## src/rtl/rf_writeback_arbiter_pkg.sv

```systemverilog
// Shared types and default widths for the register-file writeback arbiter.
// Optional forwarding port is enabled with the RF_WB_FWD_EN macro (see rf_writeback_arbiter.sv).
package rf_wb_pkg;

  localparam int RF_WB_XLEN     = 32;
  localparam int RF_WB_REG_ID_W = 5;
  localparam int RF_WB_NUM_REGS = 32;

  typedef struct packed {
    logic [RF_WB_REG_ID_W-1:0] rd;
    logic [RF_WB_XLEN-1:0]     data;
  } wb_req_t;

  typedef enum logic [1:0] {
    WB_SRC_NONE,
    WB_SRC_ALU,
    WB_SRC_MEM
  } wb_src_e;

endpackage

```

## src/rtl/rf_writeback_arbiter_if.sv

```systemverilog
// Bundle of the ALU/MEM writeback handshakes, register-file write port,
// pending mask and forwarding lookup seen by rf_writeback_arbiter.
interface rf_writeback_arbiter_if
  import rf_wb_pkg::*;
#(
  parameter int XLEN     = RF_WB_XLEN,
  parameter int REG_ID_W = RF_WB_REG_ID_W,
  parameter int NUM_REGS = RF_WB_NUM_REGS
);
  logic                alu_valid;
  logic                alu_ready;
  logic [REG_ID_W-1:0] alu_rd;
  logic [XLEN-1:0]     alu_data;
  logic                mem_valid;
  logic                mem_ready;
  logic [REG_ID_W-1:0] mem_rd;
  logic [XLEN-1:0]     mem_data;
  logic                rf_write_en;
  logic [REG_ID_W-1:0] rf_write_id;
  logic [XLEN-1:0]     rf_write_data;
  logic [NUM_REGS-1:0] pending_mask;
  logic [REG_ID_W-1:0] fwd_id;
  logic                fwd_hit;
  logic [XLEN-1:0]     fwd_data;

  modport master (
    output alu_valid, alu_rd, alu_data, mem_valid, mem_rd, mem_data, fwd_id,
    input  alu_ready, mem_ready, rf_write_en, rf_write_id, rf_write_data,
           pending_mask, fwd_hit, fwd_data
  );

  modport slave (
    input  alu_valid, alu_rd, alu_data, mem_valid, mem_rd, mem_data, fwd_id,
    output alu_ready, mem_ready, rf_write_en, rf_write_id, rf_write_data,
           pending_mask, fwd_hit, fwd_data
  );
endinterface

```

## src/rtl/rf_writeback_arbiter_wb_skid_buffer.sv

```systemverilog
// One-entry valid/ready holding register for a writeback source; requests to
// x0 (or an out-of-range register) are accepted and silently dropped.
module wb_skid_buffer #(
  parameter int XLEN     = 32,
  parameter int REG_ID_W = 5,
  parameter int NUM_REGS = 32
) (
  input  logic                clk,
  input  logic                reset_n,
  input  logic                src_valid,
  output logic                src_ready,
  input  logic [REG_ID_W-1:0] src_rd,
  input  logic [XLEN-1:0]     src_data,
  input  logic                drain,
  output logic                buf_valid,
  output logic [REG_ID_W-1:0] buf_rd,
  output logic [XLEN-1:0]     buf_data
);
  logic accept;
  logic keep;

  assign src_ready = reset_n && (!buf_valid || drain);
  assign accept    = src_valid && src_ready;
  assign keep      = (src_rd != '0) && (int'(src_rd) < NUM_REGS);

  always_ff @(posedge clk) begin
    if (!reset_n)
      buf_valid <= 1'b0;
    else if (accept)
      buf_valid <= keep;
    else if (drain)
      buf_valid <= 1'b0;
  end

  // Payload is qualified by buf_valid, so it carries no reset.
  always_ff @(posedge clk) begin
    if (accept && keep) begin
      buf_rd   <= src_rd;
      buf_data <= src_data;
    end
  end
endmodule

```

## src/rtl/rf_writeback_arbiter.sv

```systemverilog
// Merges ALU and load writebacks into the single register-file write port with
// MEM priority and ALU anti-starvation. Define RF_WB_FWD_EN to build the forwarding lookup.
module rf_writeback_arbiter
  import rf_wb_pkg::*;
#(
  parameter int XLEN       = RF_WB_XLEN,
  parameter int REG_ID_W   = RF_WB_REG_ID_W,
  parameter int NUM_REGS   = RF_WB_NUM_REGS,
  parameter int STARVE_MAX = 3
) (
  input logic                 clk,
  input logic                 reset_n,
  rf_writeback_arbiter_if.slave wb
);
  localparam int CNT_W = 4;
  localparam logic [CNT_W-1:0] STARVE_LIM = CNT_W'(STARVE_MAX);

  logic                alu_buf_v, mem_buf_v;
  logic [REG_ID_W-1:0] alu_buf_rd, mem_buf_rd;
  logic [XLEN-1:0]     alu_buf_data, mem_buf_data;
  wb_src_e             grant;
  logic [CNT_W-1:0]    starve_cnt, starve_cnt_nxt;

  wb_skid_buffer #(.XLEN(XLEN), .REG_ID_W(REG_ID_W), .NUM_REGS(NUM_REGS)) u_alu_buf (
    .clk(clk), .reset_n(reset_n),
    .src_valid(wb.alu_valid), .src_ready(wb.alu_ready),
    .src_rd(wb.alu_rd), .src_data(wb.alu_data),
    .drain(grant == WB_SRC_ALU),
    .buf_valid(alu_buf_v), .buf_rd(alu_buf_rd), .buf_data(alu_buf_data)
  );

  wb_skid_buffer #(.XLEN(XLEN), .REG_ID_W(REG_ID_W), .NUM_REGS(NUM_REGS)) u_mem_buf (
    .clk(clk), .reset_n(reset_n),
    .src_valid(wb.mem_valid), .src_ready(wb.mem_ready),
    .src_rd(wb.mem_rd), .src_data(wb.mem_data),
    .drain(grant == WB_SRC_MEM),
    .buf_valid(mem_buf_v), .buf_rd(mem_buf_rd), .buf_data(mem_buf_data)
  );

  // No grant while reset is held so nothing in flight reaches the register file.
  always_comb begin
    grant = WB_SRC_NONE;
    if (reset_n) begin
      if (alu_buf_v && mem_buf_v)
        grant = (starve_cnt == STARVE_LIM) ? WB_SRC_ALU : WB_SRC_MEM;
      else if (alu_buf_v)
        grant = WB_SRC_ALU;
      else if (mem_buf_v)
        grant = WB_SRC_MEM;
    end
  end

  always_comb begin
    starve_cnt_nxt = '0;
    if (alu_buf_v && grant != WB_SRC_ALU)
      starve_cnt_nxt = (starve_cnt == STARVE_LIM) ? starve_cnt : starve_cnt + 1'b1;
  end

  always_ff @(posedge clk) begin
    if (!reset_n)
      starve_cnt <= '0;
    else
      starve_cnt <= starve_cnt_nxt;
  end

  always_comb begin
    wb.rf_write_en   = 1'b0;
    wb.rf_write_id   = '0;
    wb.rf_write_data = '0;
    case (grant)
      WB_SRC_ALU: begin
        wb.rf_write_en   = 1'b1;
        wb.rf_write_id   = alu_buf_rd;
        wb.rf_write_data = alu_buf_data;
      end
      WB_SRC_MEM: begin
        wb.rf_write_en   = 1'b1;
        wb.rf_write_id   = mem_buf_rd;
        wb.rf_write_data = mem_buf_data;
      end
      default: ;
    endcase
  end

  // Buffers never hold x0, so bit 0 stays clear.
  always_comb begin
    wb.pending_mask = '0;
    if (alu_buf_v) wb.pending_mask[alu_buf_rd] = 1'b1;
    if (mem_buf_v) wb.pending_mask[mem_buf_rd] = 1'b1;
  end

`ifdef RF_WB_FWD_EN
  // MEM is checked last so it wins when both buffers hold the same register.
  always_comb begin
    wb.fwd_hit  = 1'b0;
    wb.fwd_data = '0;
    if (wb.fwd_id != '0) begin
      if (alu_buf_v && alu_buf_rd == wb.fwd_id) begin
        wb.fwd_hit  = 1'b1;
        wb.fwd_data = alu_buf_data;
      end
      if (mem_buf_v && mem_buf_rd == wb.fwd_id) begin
        wb.fwd_hit  = 1'b1;
        wb.fwd_data = mem_buf_data;
      end
    end
  end
`else
  logic unused_fwd_id;
  assign unused_fwd_id = ^wb.fwd_id;
  assign wb.fwd_hit    = 1'b0;
  assign wb.fwd_data   = '0;
`endif
endmodule

```

## src/flat_wrapper.sv

```systemverilog
// flat-port wrapper written by rule: the top's interface ports become plain ports
module rf_writeback_arbiter_flat import rf_wb_pkg::*;
#(
  parameter int XLEN       = RF_WB_XLEN,
  parameter int REG_ID_W   = RF_WB_REG_ID_W,
  parameter int NUM_REGS   = RF_WB_NUM_REGS,
  parameter int STARVE_MAX = 3
)
  (clk, reset_n, wb_alu_valid, wb_alu_rd, wb_alu_data, wb_mem_valid, wb_mem_rd, wb_mem_data, wb_fwd_id, wb_alu_ready, wb_mem_ready, wb_rf_write_en, wb_rf_write_id, wb_rf_write_data, wb_pending_mask, wb_fwd_hit, wb_fwd_data);
  rf_writeback_arbiter_if #(.XLEN(XLEN), .REG_ID_W(REG_ID_W), .NUM_REGS(NUM_REGS)) wb_i ();
  input logic clk;
  input logic reset_n;
  input wire logic [$bits(wb_i.alu_valid)-1:0] wb_alu_valid;
  input wire logic [$bits(wb_i.alu_rd)-1:0] wb_alu_rd;
  input wire logic [$bits(wb_i.alu_data)-1:0] wb_alu_data;
  input wire logic [$bits(wb_i.mem_valid)-1:0] wb_mem_valid;
  input wire logic [$bits(wb_i.mem_rd)-1:0] wb_mem_rd;
  input wire logic [$bits(wb_i.mem_data)-1:0] wb_mem_data;
  input wire logic [$bits(wb_i.fwd_id)-1:0] wb_fwd_id;
  output wire logic [$bits(wb_i.alu_ready)-1:0] wb_alu_ready;
  output wire logic [$bits(wb_i.mem_ready)-1:0] wb_mem_ready;
  output wire logic [$bits(wb_i.rf_write_en)-1:0] wb_rf_write_en;
  output wire logic [$bits(wb_i.rf_write_id)-1:0] wb_rf_write_id;
  output wire logic [$bits(wb_i.rf_write_data)-1:0] wb_rf_write_data;
  output wire logic [$bits(wb_i.pending_mask)-1:0] wb_pending_mask;
  output wire logic [$bits(wb_i.fwd_hit)-1:0] wb_fwd_hit;
  output wire logic [$bits(wb_i.fwd_data)-1:0] wb_fwd_data;
  assign wb_i.alu_valid = wb_alu_valid;
  assign wb_i.alu_rd = wb_alu_rd;
  assign wb_i.alu_data = wb_alu_data;
  assign wb_i.mem_valid = wb_mem_valid;
  assign wb_i.mem_rd = wb_mem_rd;
  assign wb_i.mem_data = wb_mem_data;
  assign wb_i.fwd_id = wb_fwd_id;
  assign wb_alu_ready = wb_i.alu_ready;
  assign wb_mem_ready = wb_i.mem_ready;
  assign wb_rf_write_en = wb_i.rf_write_en;
  assign wb_rf_write_id = wb_i.rf_write_id;
  assign wb_rf_write_data = wb_i.rf_write_data;
  assign wb_pending_mask = wb_i.pending_mask;
  assign wb_fwd_hit = wb_i.fwd_hit;
  assign wb_fwd_data = wb_i.fwd_data;
  rf_writeback_arbiter #(.XLEN(XLEN), .REG_ID_W(REG_ID_W), .NUM_REGS(NUM_REGS), .STARVE_MAX(STARVE_MAX)) u_core (.clk(clk), .reset_n(reset_n), .wb(wb_i));
endmodule
```

## config.mk

```make
export PLATFORM = sky130hd
export DESIGN_NAME = rf_writeback_arbiter_flat
export DESIGN_NICKNAME = d
export VERILOG_FILES = /design/src/rtl/rf_writeback_arbiter_pkg.sv /design/src/rtl/rf_writeback_arbiter_if.sv /design/src/rtl/rf_writeback_arbiter_wb_skid_buffer.sv /design/src/rtl/rf_writeback_arbiter.sv /design/src/flat_wrapper.sv
export SDC_FILE = /design/constraint.sdc
export NUM_CORES = 1
export LEC_CHECK = 0
export CORE_MARGIN = 2
export CORE_UTILIZATION = 41
export DETAILED_ROUTE_END_ITERATION = 12
export PLACE_DENSITY_LB_ADDON = 0.15
export REMOVE_ABC_BUFFERS = 1
export SLEW_MARGIN = 20
export SYNTH_ARGS = -nofsm -noshare
export SYNTH_HDL_FRONTEND = slang
export SYNTH_SLANG_ARGS = --single-unit
```

## constraint.sdc

```tcl
create_clock -name clk -period 6.7 [get_ports clk]
set_input_delay 1.675 -clock clk [delete_from_list [all_inputs] [get_ports clk]]
set_output_delay 1.675 -clock clk [all_outputs]
set_load 0.005 [all_outputs]
```

* Word-level counts from Yosys, hierarchy flattened *
Index checks and enable logic that the tools add are counted.

storage, ports and cells
  input bits = 83
  register bits after elaboration = 80
  output and inout port bits = 105
  logic and storage cells = 55

cells by class
  bitwise gates (word level) = 1
  multiplexer cells = 18
  magnitude comparators = 4
  $add $sub $neg = 1
  reductions and logical operators = 20
  eq/ne operators = 4

operator list
  operator             number
  $mux 32              2
  $pmux 32 s2          1
  $or 32x32->32        1
  $lt 5x6->1 const B   2
  $demux 1 s5          2
  $ge 5x1->1 const B   2
  $logic_and 1x1->1    10
  $mux 2               5
  $pmux 5 s2           1
  $reduce_bool 5->1    2
  $mux 1               7
  $add 4x1->4 const B  1
  $eq 4x2->1 const B   1
  $reduce_bool 2->1    2
  $eq 2x1->1 const B   1
  $eq 2x2->1 const B   1
  $logic_not 1->1      2
  $logic_or 1x1->1     2
  $ne 2x1->1 const B   1
  $reduce_and 2->1     1
  $reduce_or 2->1      1

* Depth between registers and ports, before layout *
Gate-level depths: netlist of run 1.

  word-level depth = 9
  gate-level depth with buffers = 9
  mapped depth without buffers = 8

* Modules after synthesis *
A second synthesis of run 1 with hierarchy kept.

unflattened totals
  cells, all modules = 306
  area total of the unflattened synthesis = 3729.8 µm²

modules (own cells, without submodules)
  module                sequential area each (µm²)  times used  cells an instance  area each (µm²)
  wb_skid_buffer        1131.1                      2           45                 1172.4
  rf_writeback_arbiter  80.1                        1           216                1385.1

* Least setup slack after synthesis of run 1 *
Ideal clock, no wire load.

  path kind = input-to-reg
  from = input reset_n
  to = register u_core.u_alu_buf.buf_data[0], enable pin
  library setup time = 488 ps
  stages = 7
  path slack = 1048 ps
  data required time = 6212 ps
  arrival = 5165 ps
  buffers on the path = 1
  cell sequence = nand2_1 a21o_2 inv_1 ha_1 buf_2 inv_1 a211oi_1

between the ends
  longest elaborated chain between the ends = 6

RTL lines
  element                 RTL line                                   text
  start: declaration      flat_wrapper.sv:12                         input logic reset_n;
  $mux 2                  rf_writeback_arbiter.sv:43                 if (reset_n) begin
  $eq 2x1->1              rf_writeback_arbiter.sv:28                 .drain(grant == WB_SRC_ALU),
  $logic_or 1x1->1        rf_writeback_arbiter_wb_skid_buffer.sv:22  assign src_ready = reset_n && (!buf_valid || drain);
  $logic_and 1x1->1 (*)   rf_writeback_arbiter_wb_skid_buffer.sv:22
  $logic_and 1x1->1 (*)   rf_writeback_arbiter_wb_skid_buffer.sv:23  assign accept = src_valid && src_ready;
  $logic_and 1x1->1 (*)   rf_writeback_arbiter_wb_skid_buffer.sv:37  if (accept && keep) begin
  end signal: assignment  rf_writeback_arbiter_wb_skid_buffer.sv:39  buf_data <= src_data;
  end: declaration        rf_writeback_arbiter_wb_skid_buffer.sv:17  output logic [XLEN-1:0] buf_data

Every way passes the cells marked *; elsewhere a longest branch is shown, timed or not.
A chain may end at the register's enable or synchronous reset.

* Worst setup path after layout of run 1 *
  from = input reset_n
  to = output wb_alu_ready

between the ends
  longest elaborated chain between the ends = 4

RTL lines
  element                RTL line                                   text
  $mux 2                 rf_writeback_arbiter.sv:43
  $eq 2x1->1             rf_writeback_arbiter.sv:28
  $logic_or 1x1->1       rf_writeback_arbiter_wb_skid_buffer.sv:22
  $logic_and 1x1->1 (*)  rf_writeback_arbiter_wb_skid_buffer.sv:22
  end: declaration       flat_wrapper.sv:20                         output wire logic [$bits(wb_i.alu_ready)-1:0] wb_alu_ready;

Marked as above.

==> results of run 1 <==
## power breakdown
part | switching (mW) | total (mW) | leakage (nW) | internal (mW)
registers | 0.0118 | 0.582 | 0.734 | 0.571
logic | 0.0674 | 0.147 | 0.979 | 0.0801
clock network | 0.173 | 0.384 | 0.109 | 0.211
total | 0.252 | 1.11 | 1.82 | 0.861
## worst reg2reg max path, cell delays in order (launching register included)
cell      delay (ps)
dfxtp_1          380
ha_1             190
or3b_4           420
or2_1            240
nand3_1           90
ha_1             170
buf_4            260
inv_1            150
a211oi_4         860
buf_12           280
## logic make-up (layout without fill, tap and decap cells)
kind of cell	Yosys count	in the layout	share of synthesized area, %
xor+xnor	2	2	0.464
mux	1	1	0.265
buf+inv	61	179	9.95
flops	80	80	62.1
simple gates	80	80	10.9
compound gates	77	77	15.2
other cells	1	33	0.0994
fa+ha+maj	3	3	0.995
## metal layers
layer / vias up / track usage [%]
li1: 1376 / -
met1: 1372 / 20.4
met2: 141 / 32.6
met3: 13 / 5.01
met4: 0 / 8.75
met5: - / 0
## through the flow
stage               instance area, sq um  setup slack, ps  util [%]
finish                              5500             1160      60.7
global route                        5500             1020      60.7
CTS                                 5470             1150      60.4
detailed placement                  5260             1170      58.0
global placement                    5260             1190      58.0
floorplan                           3540              485         -
## cell usage after synthesis (all sizes together), types with 4 or more instances
| master | n | area share [%] |
|---|---|---|
| nand3b | 11 | 2.2 |
| nand3 | 7 | 0.93 |
| inv | 6 | 0.60 |
| buf | 45 | 8.3 |
| o22ai | 32 | 6.6 |
| dfxtp | 6 | 3.2 |
| a22oi | 37 | 7.4 |
| clkbuf | 10 | 1.1 |
| edfxtp | 74 | 59 |
| nor2 | 43 | 4.3 |
| nand2 | 4 | 0.40 |
| or3b | 6 | 1.5 |
## worst paths after layout
kind	to	slack (ps)	startpoint
worst max-delay path	wb_alu_ready	1160	reset_n
worst min-delay path	u_core.starve_cnt[2]	530	u_core.starve_cnt[3]
worst max register to register	u_core.u_alu_buf.buf_data[29]	3370	u_core.starve_cnt[0]
worst min register to register	u_core.starve_cnt[2]	530	u_core.starve_cnt[3]
## sequential cells by signal (all words and copies together) (netlist names)
signal / flops
u_core.u_mem_buf.buf_data: 32
u_core.u_mem_buf.buf_valid: 1
u_core.starve_cnt: 4
u_core.u_alu_buf.buf_data: 32
u_core.u_alu_buf.buf_rd: 5
u_core.u_alu_buf.buf_valid: 1
u_core.u_mem_buf.buf_rd: 5
## layout make-up
class | count | area share, %
Multi-Input combinational cell | 196 | 21.7
Clock inverter | 7 | 1.71
Sequential cell | 80 | 42.6
Tap cell | 111 | 2.52
Inverter | 6 | 0.409
Timing Repair Buffer | 157 | 28.8
Clock buffer | 9 | 2.25
==> flow_summary.ini, run 1 <==
[yosys]
ys_types = 35
ys.flop_type = edfxtp_1
async_flop_share_pct = 0
netlist_instances = 305
ys_ff_latch = 80
synth_seq_area_share_pct = 62.1
syn_area_per_cell_sq_um = 12.4
syn_area_sq_um = 3770
ys_warn_count = 0
synth-edff-count = 74

[cts]
cts_sinks = 80
cts_buffers = 9
cts_tree = done
htreeDepth = 3
cts_buffer_depth = 2
path_clk_slew_ps = 70
cts_post_setup_buffers_inserted = 0
hold_buffers = 0
root_buffer = clkbuf_8
post_cts_resized = 0
clock_latency_ps = 340

[route]
drtIter0Drc = 128
viasPerCell = 5.13
dr_total_vias = 2902
routed_wl_um = 9370
firstDrtPassIters = 4
drt-wirelength-per-cell_um = 16.6
wl_met2_um = 4780
antenna_left = 0
highest_layer = met4
wl_met3_um = 744
drt-met1-wl_um = 3680
drcViolationCount = 0

[pwr]
ir_worst_vdd_mv = 0.148
leakagePower_nw = 1.82
power_density_nw_per_um2 = 202
total_power_mw = 1.11

[cells_and_area]
multi_input_area_sq_um = 1200
syn2layout_area_growth_pct = 45.8
n_antenna_cell = 0
layout_common_cells = clkdlybuf4s50_1, edfxtp_1, nor2_1, a22oi_1, conb_1
mostFrequentLayoutCell = clkdlybuf4s50_1
drive_above_1_share_pct = 8.35
regArea_sq_um = 2340
final_nets = 536
n_fill_cell = 730
fin_cells = 566

[worst_setup_path]
critPathTopFamily = buffers and inverters
worst-endpoint-arrival_ps = 3860
critPathMaxFanout = 20
cp.buffers_inverters = 5
end_kind = output pin
crit_path_cell_trace = clkdlybuf4s50_1 > nand2_1 > a21o_2 > inv_1 > ha_1 > buf_4 > inv_1 > a21oi_1 > clkdlybuf4s50_1
ff2ff_path_depth = 9
critical_path_class = in2out
crit_cells = 9
max_stage_delay_ps = 600
cp_data_required_time_ps = 5030
cp_slowest_cell = clkdlybuf4s50_1
cp-start-kind = input pin

[grt]
antenna_found_initial = 0
track_usage_pct = 18.4
grt_pass1_wl_um = 14200
grt_pass1_vias = 2891
grt_start_max_net_pins = 38
grt_overflow = 0

[floorplanning]
start_util_pct = 41.6
fp.dieW_um = 99.9
fp.dieH_um = 99.9
row_count = 35
dieArea_sq_um = 9990
ios = 188
core_sq_um = 9060

[place]
portBuffers = 149
dp_hpwl_um = 6660
gp_congestion = 0.834
post-place-cells = 549

[sta]
setup_viol = 0
min_period_ps = 5540
clock_skew_ps = 8.45
final.setup.tns_ps = 0
fin_hold_ws_ps = 526
finalHoldViolations = 0
fmax_ghz = 0.181
fin_crit_sh_pct = 82.7
max_slew_margin_pct = 33.8
drv_slew = 0
tightest_slew_ps = 989
rsz0062_at_grt = false

[hold_path]
whs_path_depth = 2
holdCritPathClass = reg2reg

[flow_run]
drv_cap = 0

[run_status]
status = finished clean
Note: power is estimated with default switching activity, not from simulation.
==> run 2: changes to the inputs <==
- clock period: 6.7 -> 5.27 ns (I/O delays scaled with it)
==> run 2 against run 1 <==
Net effect:
- combinational power increased by 26%
- worst hold slack got worse by 2.0 ps
- critical path depth unchanged
- highest routed layer unchanged
- largest cell class unchanged
- die area stayed put
- setup slack worse by 690 ps
==> flow_summary.ini, run 2 (synthesis gave the netlist of run 1 again) <==
[run_status]
status = finished clean

[grt]
grt_pass1_wl_um = 14400
use_met3_pct = 6.06
grt_overflow = 0
grt_use_met2_pct = 34.6
grt_use_met1_pct = 20.3
grt_start_max_net_pins = 38
track_usage_pct = 18.7
antenna_found_initial = 0
grt_busiest_layer = met2
grt_pass1_vias = 2858

[pwr]
seqPwrFrac_pct = 56.7
leakagePower_nw = 1.79
power.switching_uw = 310
p_comb_share_pct = 14.1
power_density_nw_per_um2 = 240
p_int_uw = 997
ir_worst_vdd_mv = 0.185
pwr-share-clk_pct = 29.2
swShare_pct = 23.7

[worst_setup_path]
critPathMostFrequentCell = clkdlybuf4s50_1
cp.buffers_inverters = 4
critPathMaxFanout = 22
critical_path_class = in2out
cp_data_required_time_ps = 3950
cp-start-kind = input pin
worstSetupStartpoint = reset_n
crit_path_cell_trace = clkdlybuf4s50_1 > nand2_1 > a21o_2 > inv_1 > ha_1 > buf_4 > a22oi_1 > nor2_1 > clkdlybuf4s50_1
cp_slowest_cell = clkdlybuf4s50_1
worst-endpoint-arrival_ps = 3480
critPathTopFamily = buffers and inverters
max_stage_delay_ps = 590
end_kind = output pin
crit-reg2reg-launch = u_core.starve_cnt[0]

[flow_run]
drv_cap = 0

[cts]
cts_buffer_depth = 2
path_clk_slew_ps = 70
cts_sinks = 80
cts_buffers = 9
post_cts_resized = 0
hold_buffers = 0
cts_tree = done
clock_latency_ps = 340
root_buffer = clkbuf_8
htreeDepth = 3
cts_post_setup_buffers_inserted = 0

[route]
routed_wl_um = 9480
dr_total_vias = 2954
firstDrtPassIters = 4
drt-wirelength-per-cell_um = 16.7
viasPerCell = 5.21
antenna_left = 0
drtIter0Drc = 149
drcViolationCount = 0

[sta]
final.setup.tns_ps = 0
finalHoldViolations = 0
setup_viol = 0
max_slew_margin_pct = 52.6
layout_setup_ws_ps = 473
clock_skew_ps = 9.19
fmax_ghz = 0.208
min_period_ps = 4800
tightest_slew_ps = 710
drv_slew = 0
rsz0062_at_grt = false
fin_crit_sh_pct = 91.0

[cells_and_area]
n_fill_cell = 761
reg_top3 = u_core.u_alu_buf.buf_data x32, u_core.u_mem_buf.buf_data x32
fin_cells = 567
fin_util_pct = 60.0
multi_input_area_sq_um = 1200
drive_above_1_share_pct = 8.55
final_nets = 537
layout_common_cells = clkdlybuf4s50_1, edfxtp_1, nor2_1, a22oi_1, conb_1
syn2layout_area_growth_pct = 44.1
regArea_sq_um = 2340
n_antenna_cell = 0
mostFrequentLayoutCell = clkdlybuf4s50_1

[floorplanning]
start_util_pct = 41.6
ios = 188
dieArea_sq_um = 9990
core_sq_um = 9060
fp.dieH_um = 99.9
fp.dieW_um = 99.9
row_count = 35

[place]
gp_congestion = 0.807
post-place-cells = 551
place_ws_ps = 477
portBuffers = 149
dp_hpwl_um = 6900

[hold_path]
hold_path.startpoint = u_core.starve_cnt[2]
holdCritPathClass = reg2reg
## run 2: power groups by stage
stage | combinational [mW] | sequential (mW) | clock (mW)
4_1_cts | 0.187 | 0.741 | 0.393
3_5_place_dp | 0.187 | 0.755 | 0
5_1_grt | 0.202 | 0.744 | 0.421
3_3_place_gp | 0.184 | 0.753 | 0
6_report | 0.185 | 0.741 | 0.381
2_1_floorplan | 0.0691 | 0.752 | 0
## run 2: metal layers
metal,vias up,wire length [um]
met1,1415,3630
met3,8,840
met4,0,79
met2,150,4940
li1,1381,-
met5,-,0
## run 2: stage by stage
| stage | power, mW | instance area (sq um) | hold slack [ps] |
|---|---|---|---|
| 6_report | 1.31 | 5440 | 524 |
| 5_1_grt | 1.37 | 5440 | 552 |
| 4_1_cts | 1.32 | 5440 | 526 |
| 3_5_place_dp | 0.942 | 5270 | 515 |
| 3_3_place_gp | 0.937 | 5270 | 487 |
| 2_1_floorplan | 0.821 | 3540 | 471 |
## run 2: layout make-up
class | count | share of cell area [%]
Tap cell | 111 | 2.55
Inverter | 6 | 0.414
Timing Repair Buffer | 158 | 28.9
Clock buffer | 11 | 2.42
Multi-Input combinational cell | 196 | 22.0
Clock inverter | 5 | 0.621
Sequential cell | 80 | 43.1
## run 2: worst register-to-register path, delay by kind of cell, from the launching register on
| family | cells | cell delay, ps |
|---|---|---|
| buffers and inverters | 3 | 820 |
| AND/OR/NAND/NOR | 3 | 740 |
| flip-flops | 1 | 390 |
| adder cells (fa/ha/maj) | 2 | 370 |
| AO/OA/AOI/OAI | 1 | 230 |
## run 2: worst paths after layout
path	endpoint	slack (ps)	cells past startpoint
max	wb_rf_write_data[5]	470	9
min	u_core.starve_cnt[2]	520	2
max reg2reg	u_core.u_alu_buf.buf_data[26]	2340	9
min reg2reg	u_core.starve_cnt[2]	520	2
==> run 3: changes to the inputs <==
- CAP_MARGIN: unset -> 20
- SKIP_LAST_GASP: unset -> 1
==> results of run 3 <==
Same layout as run 2: the final DEF is identical, and so are final timing and power.
